[src/rtl/seq_player_pkg.sv]
// Shared types and descriptor layout for the sequence player.
// Descriptor layout: {start[2*ADDR_W:ADDR_W+1], end[ADDR_W:1], last[0]}.
package seq_player_pkg;

  typedef enum logic [2:0] {
    ST_IDLE  = 3'd0,
    ST_FETCH = 3'd1,
    ST_LOAD  = 3'd2,
    ST_PLAY  = 3'd3,
    ST_HOLD  = 3'd4
  } state_e;

  localparam int unsigned ADDR_W_DEF    = 10;
  localparam int unsigned IDX_W_DEF     = 7;
  localparam int unsigned DESC_LAST_BIT = 0;
  localparam int unsigned DESC_END_LSB  = 1;

  // Total descriptor width for a given playback address width.
  function automatic int unsigned desc_w(input int unsigned aw);
    return 2 * aw + 1;
  endfunction

  // Bit offset of the start field inside a descriptor.
  function automatic int unsigned desc_start_lsb(input int unsigned aw);
    return aw + 1;
  endfunction

endpackage

[src/rtl/seq_addr_counter.sv]
// Playback address counter: loads start/end, steps or wraps, flags end.
// Ports:
//   clk_i, rst_i     clock, async active-high reset
//   load_i           capture start_i/end_i, addr := start_i
//   start_i, end_i   descriptor bounds
//   step_i           advance one address (wraps to start once at end)
//   valid_d_i        next cycle is a playback cycle (qualifies at_end_o)
//   addr_o           current playback address
//   at_end_o         registered: valid playback cycle with addr at end
//   end_hit_c_o      combinational: addr has reached (or passed) end
module seq_addr_counter
  import seq_player_pkg::*;
#(
  parameter int unsigned ADDR_W = ADDR_W_DEF
) (
  input  logic              clk_i,
  input  logic              rst_i,
  input  logic              load_i,
  input  logic [ADDR_W-1:0] start_i,
  input  logic [ADDR_W-1:0] end_i,
  input  logic              step_i,
  input  logic              valid_d_i,
  output logic [ADDR_W-1:0] addr_o,
  output logic              at_end_o,
  output logic              end_hit_c_o
);

  logic [ADDR_W-1:0] start_q, start_d;
  logic [ADDR_W-1:0] end_q, end_d;
  logic [ADDR_W-1:0] addr_q, addr_d;
  logic              at_end_q;

  // start > end counts as already at the end, so a reversed range plays one address.
  assign end_hit_c_o = (addr_q >= end_q);

  // Next address / bounds.
  always_comb begin
    start_d = start_q;
    end_d   = end_q;
    addr_d  = addr_q;
    if (load_i) begin
      start_d = start_i;
      end_d   = end_i;
      addr_d  = start_i;
    end else if (step_i) begin
      addr_d = end_hit_c_o ? start_q : addr_q + ADDR_W'(1);
    end
  end

  // Counter registers; at_end is computed from the next values so it lines up with addr.
  always_ff @(posedge clk_i or posedge rst_i) begin
    if (rst_i) begin
      start_q  <= '0;
      end_q    <= '0;
      addr_q   <= '0;
      at_end_q <= 1'b0;
    end else begin
      start_q  <= start_d;
      end_q    <= end_d;
      addr_q   <= addr_d;
      at_end_q <= valid_d_i && (addr_d >= end_d);
    end
  end

  assign addr_o   = addr_q;
  assign at_end_o = at_end_q;

endmodule

[src/rtl/seq_player.sv]
// Sequence player: walks a taglist of {start,end,last} descriptors and
// emits a playback address stream, with up/down sequence selection.
// Optional feature macro: SEQ_AUTO_ADVANCE_EN adds input auto_adv, which
// advances to the next sequence at end-of-sequence instead of loop/hold.
// Ports:
//   clock_n     clock (rising edge)
//   reset       async active-high reset
//   seq_up/dn   one-cycle select pulses (both together are ignored)
//   loop_en     1 = replay sequence at end, 0 = stop in HOLD
//   auto_adv    (SEQ_AUTO_ADVANCE_EN only) chain into next sequence at end
//   tbl_data    taglist RAM read data, one cycle after tbl_addr
//   tbl_addr    taglist read address (mirrors seq_idx)
//   seq_idx     current sequence index
//   addr        playback address; addr_valid high in PLAY
//   at_end      PLAY cycle with addr at end; done high in HOLD
module seq_player
  import seq_player_pkg::*;
#(
  parameter  int unsigned ADDR_W = ADDR_W_DEF,
  parameter  int unsigned IDX_W  = IDX_W_DEF,
  localparam int unsigned DESC_W = desc_w(ADDR_W)
) (
  input  logic              clock_n,
  input  logic              reset,
  input  logic              seq_up,
  input  logic              seq_dn,
  input  logic              loop_en,
`ifdef SEQ_AUTO_ADVANCE_EN
  input  logic              auto_adv,
`endif
  input  logic [DESC_W-1:0] tbl_data,
  output logic [IDX_W-1:0]  tbl_addr,
  output logic [IDX_W-1:0]  seq_idx,
  output logic [ADDR_W-1:0] addr,
  output logic              addr_valid,
  output logic              at_end,
  output logic              done
);

  localparam int unsigned START_LSB = desc_start_lsb(ADDR_W);

  state_e            state_q, state_d;
  logic [IDX_W-1:0]  seq_idx_q, seq_idx_d;
  logic              last_q;
  logic              addr_valid_q, addr_valid_d;
  logic              done_q, done_d;
  logic              load_c, step_c, end_hit_c, auto_c;
  logic              btn_up_c, btn_dn_c;
  logic [IDX_W-1:0]  idx_up_c, idx_dn_c;

`ifdef SEQ_AUTO_ADVANCE_EN
  assign auto_c = auto_adv;
`else
  assign auto_c = 1'b0;
`endif

  // Simultaneous up+down cancel out.
  assign btn_up_c = seq_up & ~seq_dn;
  assign btn_dn_c = seq_dn & ~seq_up;
  assign idx_up_c = last_q ? '0 : seq_idx_q + IDX_W'(1);
  assign idx_dn_c = (seq_idx_q == '0) ? '0 : seq_idx_q - IDX_W'(1);

  // State register and registered outputs.
  always_ff @(posedge clock_n or posedge reset) begin
    if (reset) begin
      state_q      <= ST_IDLE;
      seq_idx_q    <= '0;
      last_q       <= 1'b0;
      addr_valid_q <= 1'b0;
      done_q       <= 1'b0;
    end else begin
      state_q      <= state_d;
      seq_idx_q    <= seq_idx_d;
      last_q       <= load_c ? tbl_data[DESC_LAST_BIT] : last_q;
      addr_valid_q <= addr_valid_d;
      done_q       <= done_d;
    end
  end

  // Next state and sequence index; buttons beat end-of-sequence handling.
  always_comb begin
    state_d   = state_q;
    seq_idx_d = seq_idx_q;
    unique case (state_q)
      ST_IDLE:  state_d = ST_FETCH;
      ST_FETCH: state_d = ST_LOAD;
      ST_LOAD:  state_d = ST_PLAY;
      ST_PLAY: begin
        if (btn_up_c) begin
          seq_idx_d = idx_up_c;
          state_d   = ST_FETCH;
        end else if (btn_dn_c) begin
          seq_idx_d = idx_dn_c;
          state_d   = ST_FETCH;
        end else if (end_hit_c) begin
          if (auto_c) begin
            seq_idx_d = idx_up_c;
            state_d   = ST_FETCH;
          end else if (!loop_en) begin
            state_d = ST_HOLD;
          end
        end
      end
      ST_HOLD: begin
        if (btn_up_c) begin
          seq_idx_d = idx_up_c;
          state_d   = ST_FETCH;
        end else if (btn_dn_c) begin
          seq_idx_d = idx_dn_c;
          state_d   = ST_FETCH;
        end
      end
      default: state_d = ST_IDLE;
    endcase
  end

  // Datapath controls and next values of the registered status outputs.
  always_comb begin
    load_c       = (state_q == ST_LOAD);
    step_c       = (state_q == ST_PLAY) && (state_d == ST_PLAY);
    addr_valid_d = (state_d == ST_PLAY);
    done_d       = (state_d == ST_HOLD);
  end

  seq_addr_counter #(
    .ADDR_W (ADDR_W)
  ) u_cnt (
    .clk_i       (clock_n),
    .rst_i       (reset),
    .load_i      (load_c),
    .start_i     (tbl_data[START_LSB +: ADDR_W]),
    .end_i       (tbl_data[DESC_END_LSB +: ADDR_W]),
    .step_i      (step_c),
    .valid_d_i   (addr_valid_d),
    .addr_o      (addr),
    .at_end_o    (at_end),
    .end_hit_c_o (end_hit_c)
  );

  assign tbl_addr   = seq_idx_q;
  assign seq_idx    = seq_idx_q;
  assign addr_valid = addr_valid_q;
  assign done       = done_q;

endmodule

[config.mk]
export PLATFORM = sky130hd
export DESIGN_NAME = seq_player
export DESIGN_NICKNAME = d
export VERILOG_FILES = /design/src/rtl/seq_player_pkg.sv /design/src/rtl/seq_addr_counter.sv /design/src/rtl/seq_player.sv
export SDC_FILE = /design/constraint.sdc
export NUM_CORES = 1
export LEC_CHECK = 0
export BUFFER_PORTS_ARGS = -buffer_cell sky130_fd_sc_hd__clkbuf_2
export CORE_ASPECT_RATIO = 1.4
export CORE_MARGIN = 5
export CORE_UTILIZATION = 56
export DETAILED_ROUTE_END_ITERATION = 8
export PLACE_DENSITY = 0.8
export SLEW_MARGIN = 10
export SYNTH_ARGS = -nofsm -noshare
export SYNTH_HDL_FRONTEND = slang
export SYNTH_SLANG_ARGS = --single-unit
[constraint.sdc]
create_clock -name clock_n -period 3.78 [get_ports clock_n]
set_input_delay 0.378 -clock clock_n [delete_from_list [all_inputs] [get_ports clock_n]]
set_output_delay 0.378 -clock clock_n [all_outputs]
set_load 0.01 [all_outputs]
==> run summary <==
VDD IR max: 0.561 mV
Count leader, synth: nand2_1
Pin count of the biggest net entering global routing: 45
Clk Latency, worst-skew pair: 290 ps
Row cnt: 30
Buffers on Ports: 52
Drt first pass iters: 4
H-tree Lvls: 2
Synth Flop Type: dfrtp_1
Yosys reg bits: 44
Nature of the critical path endpoint: flip-flop
DIE AREA: 0.00662 mm^2
Routed wire length: 6.67 mm
Iter 0 DRT Violations: 99
Top cell type's share of synthesized area: 0.387
Avg Synthesized Cell Area: 9.14 um^2
Net Count, Synth: 362
Clock sinks: 44
Synth cell count leaders: nand2_1 (53), dfrtp_1 (44), inv_1 (28)
Setup violators final: 0
PostCTS Resize Cnt: 0
# IOs: 53
Post-DP HPWL: 5.07 mm
TritonCTS clock tree: done
Total negative slack: 0 ps
Worst Path Max Fanout: 14
Chip Width: 70.2 um
Post-synth EDFFs: 0
Slew @ Worst Pin: 954 ps
Final core occ: 0.657
Hold_buf cts: 0
Pwr Density: 987 mW/mm^2
Num CTS Buffers: 5
Fmax: 0.287 GHz
Synthesis-to-finish area growth: 12.8%
Max Buffers Root-to-Sink: 2
Top post-synthesis cells by area: dfrtp_1 (39%), ha_1 (11%), nand2_1 (7.0%)
Clock Skew: 4.46 ps
Period utilization: 0.920
Number of global-route vias before repair: 2469
Share of flip-flops with an asynchronous set or reset: 1.00
Remaining Overflow, GRT: 0
Critical Path AT: 3690 ps
Clk slew on worst S/H paths: 80 ps
Crit path time final: 3480 ps
RD Place Congestion: 0.832
Antenna cell count: 0
Worst path required time: 3990 ps
Max Cap Viol: 0
Vias per cell: 5.82
Synth warn: 0
Slew margin rel.: 0.364
Share of the yosys chip area belonging to registers: 0.387
DRT antenna net count: 0
Post-synth top area cell: dfrtp_1
Root Driver: clkbuf_8
Share of layout cells above drive strength 1: 0.209
Avg WL per Cell: 15.8 um
Synth unique cells: 51
Post-synthesis cell count: 311
Final Hold Fails: 0
Mapped Area: 0.00284 mm^2
CORE AREA: 0.00488 mm^2
Final net count: 409
RSZ-0062 raised after global routing: false
DR DRC count: 0
Via Count: 2463
Hold Crit Class: in -> async
# Post-CTS Setup Buffers: 0
Worst hold margin: 192 ps
Outcome: completed
Die height: 94.3 um
Initial antenna violation count: 0
GRT Overall Usage: 0.212
Slew Limit Fails: 0
Kind of critical path: reg -> reg
First-pass GRT wire length: 11.2 mm
P_leak: 1.64 nW
Worst setup SP type: flip-flop
Starting Density: 0.583
worst max-delay path: stages, from the launching register on:
cell and delay, ps:
dfrtp_1 460, ha_1 340, a211oi_1 490, o41ai_4 200, nor2_4 350, o221ai_1 210
o21a_1 230, ha_1 260, nor2b_1 40, o21ai_0 250, nand4_1 130, a21oi_1 170
o211ai_1 100, a22oi_1 140
report_power, final:
part | switching, mW | internal, mW | total [mW] | leakage, nW
clock network | 0.159 | 0.149 | 0.308 | 0.0455
logic | 1.11 | 0.784 | 1.90 | 1.05
registers | 0.254 | 0.705 | 0.959 | 0.538
flip-flops by register name (all words and copies together) (netlist names):
signal,flops
addr_valid,1
done,1
last_q,1
seq_idx,7
state_q,3
u_cnt.addr_o,10
u_cnt.at_end_o,1
u_cnt.end_q,10
u_cnt.start_q,10
cells by family (layout without fill, tap and decap cells):
logic type	Yosys count	after routing	share of synthesized area
mux	10	10	0.0352
buf+inv	44	92	0.0722
xor+xnor	8	8	0.0246
flops	44	44	0.387
compound gates	66	66	0.177
fa+ha+maj	25	25	0.110
simple gates	114	114	0.193
cells in the final DEF, fill, tap and decap left out, drive strengths merged, types with 5 or more instances in the layout:
cell type,netlist,final
a21oi,11,11
clkbuf,5,60
dfrtp,44,44
ha,25,25
inv,28,27
mux2i,10,10
nand2,53,53
nand3,18,18
nor2,9,9
nor3,11,11
o211ai,11,11
o21ai,12,12
or3,9,9
xor2,5,5
per-stage QoR:
step / instance area [um^2] / setup slack (ps) / power (mW) / cells
after floorplan: 2840 / 681 / 2.37 / 311
after global placement: 3120 / 353 / 2.80 / 415
after detailed placement: 3120 / 355 / 2.86 / 415
after CTS: 3210 / 321 / 3.18 / 423
after global routing: 3210 / 70.1 / 3.46 / 423
final: 3210 / 301 / 3.16 / 423
cell type report:
cell class | instances | area, um^2
fill | 440 | 1670
multi-input combinational | 223 | 1540
sequential | 44 | 1100
timing repair buffer | 56 | 290
inverter | 28 | 105
clock buffer | 8 | 90.1
tap | 64 | 80.1
routing by layer:
| layer | up-vias | GRT usage | routed length (um) |
|---|---|---|---|
| met2 | 84 | 0.370 | 3470 |
| met5 | - | 0 | 0 |
| met4 | 0 | 0.107 | 177 |
| li1 | 1191 | - | - |
| met3 | 19 | 0.0514 | 395 |
| met1 | 1169 | 0.241 | 2630 |
worst paths after layout:
check / start / endpoint / cells after the start / slack (ps)
max: u_cnt.addr_o[3] / u_cnt.at_end_o / 13 / 300
min: reset / seq_idx[3] / 3 / 190
max reg2reg: u_cnt.addr_o[3] / u_cnt.at_end_o / 13 / 300
min reg2reg: u_cnt.start_q[3] / u_cnt.start_q[3] / 2 / 490
max in group asynchronous: reset / u_cnt.addr_o[2] / 3 / 3190
min in group clock_n: tbl_data[0] / last_q / 3 / 290
(Power assumes the default switching activity.)
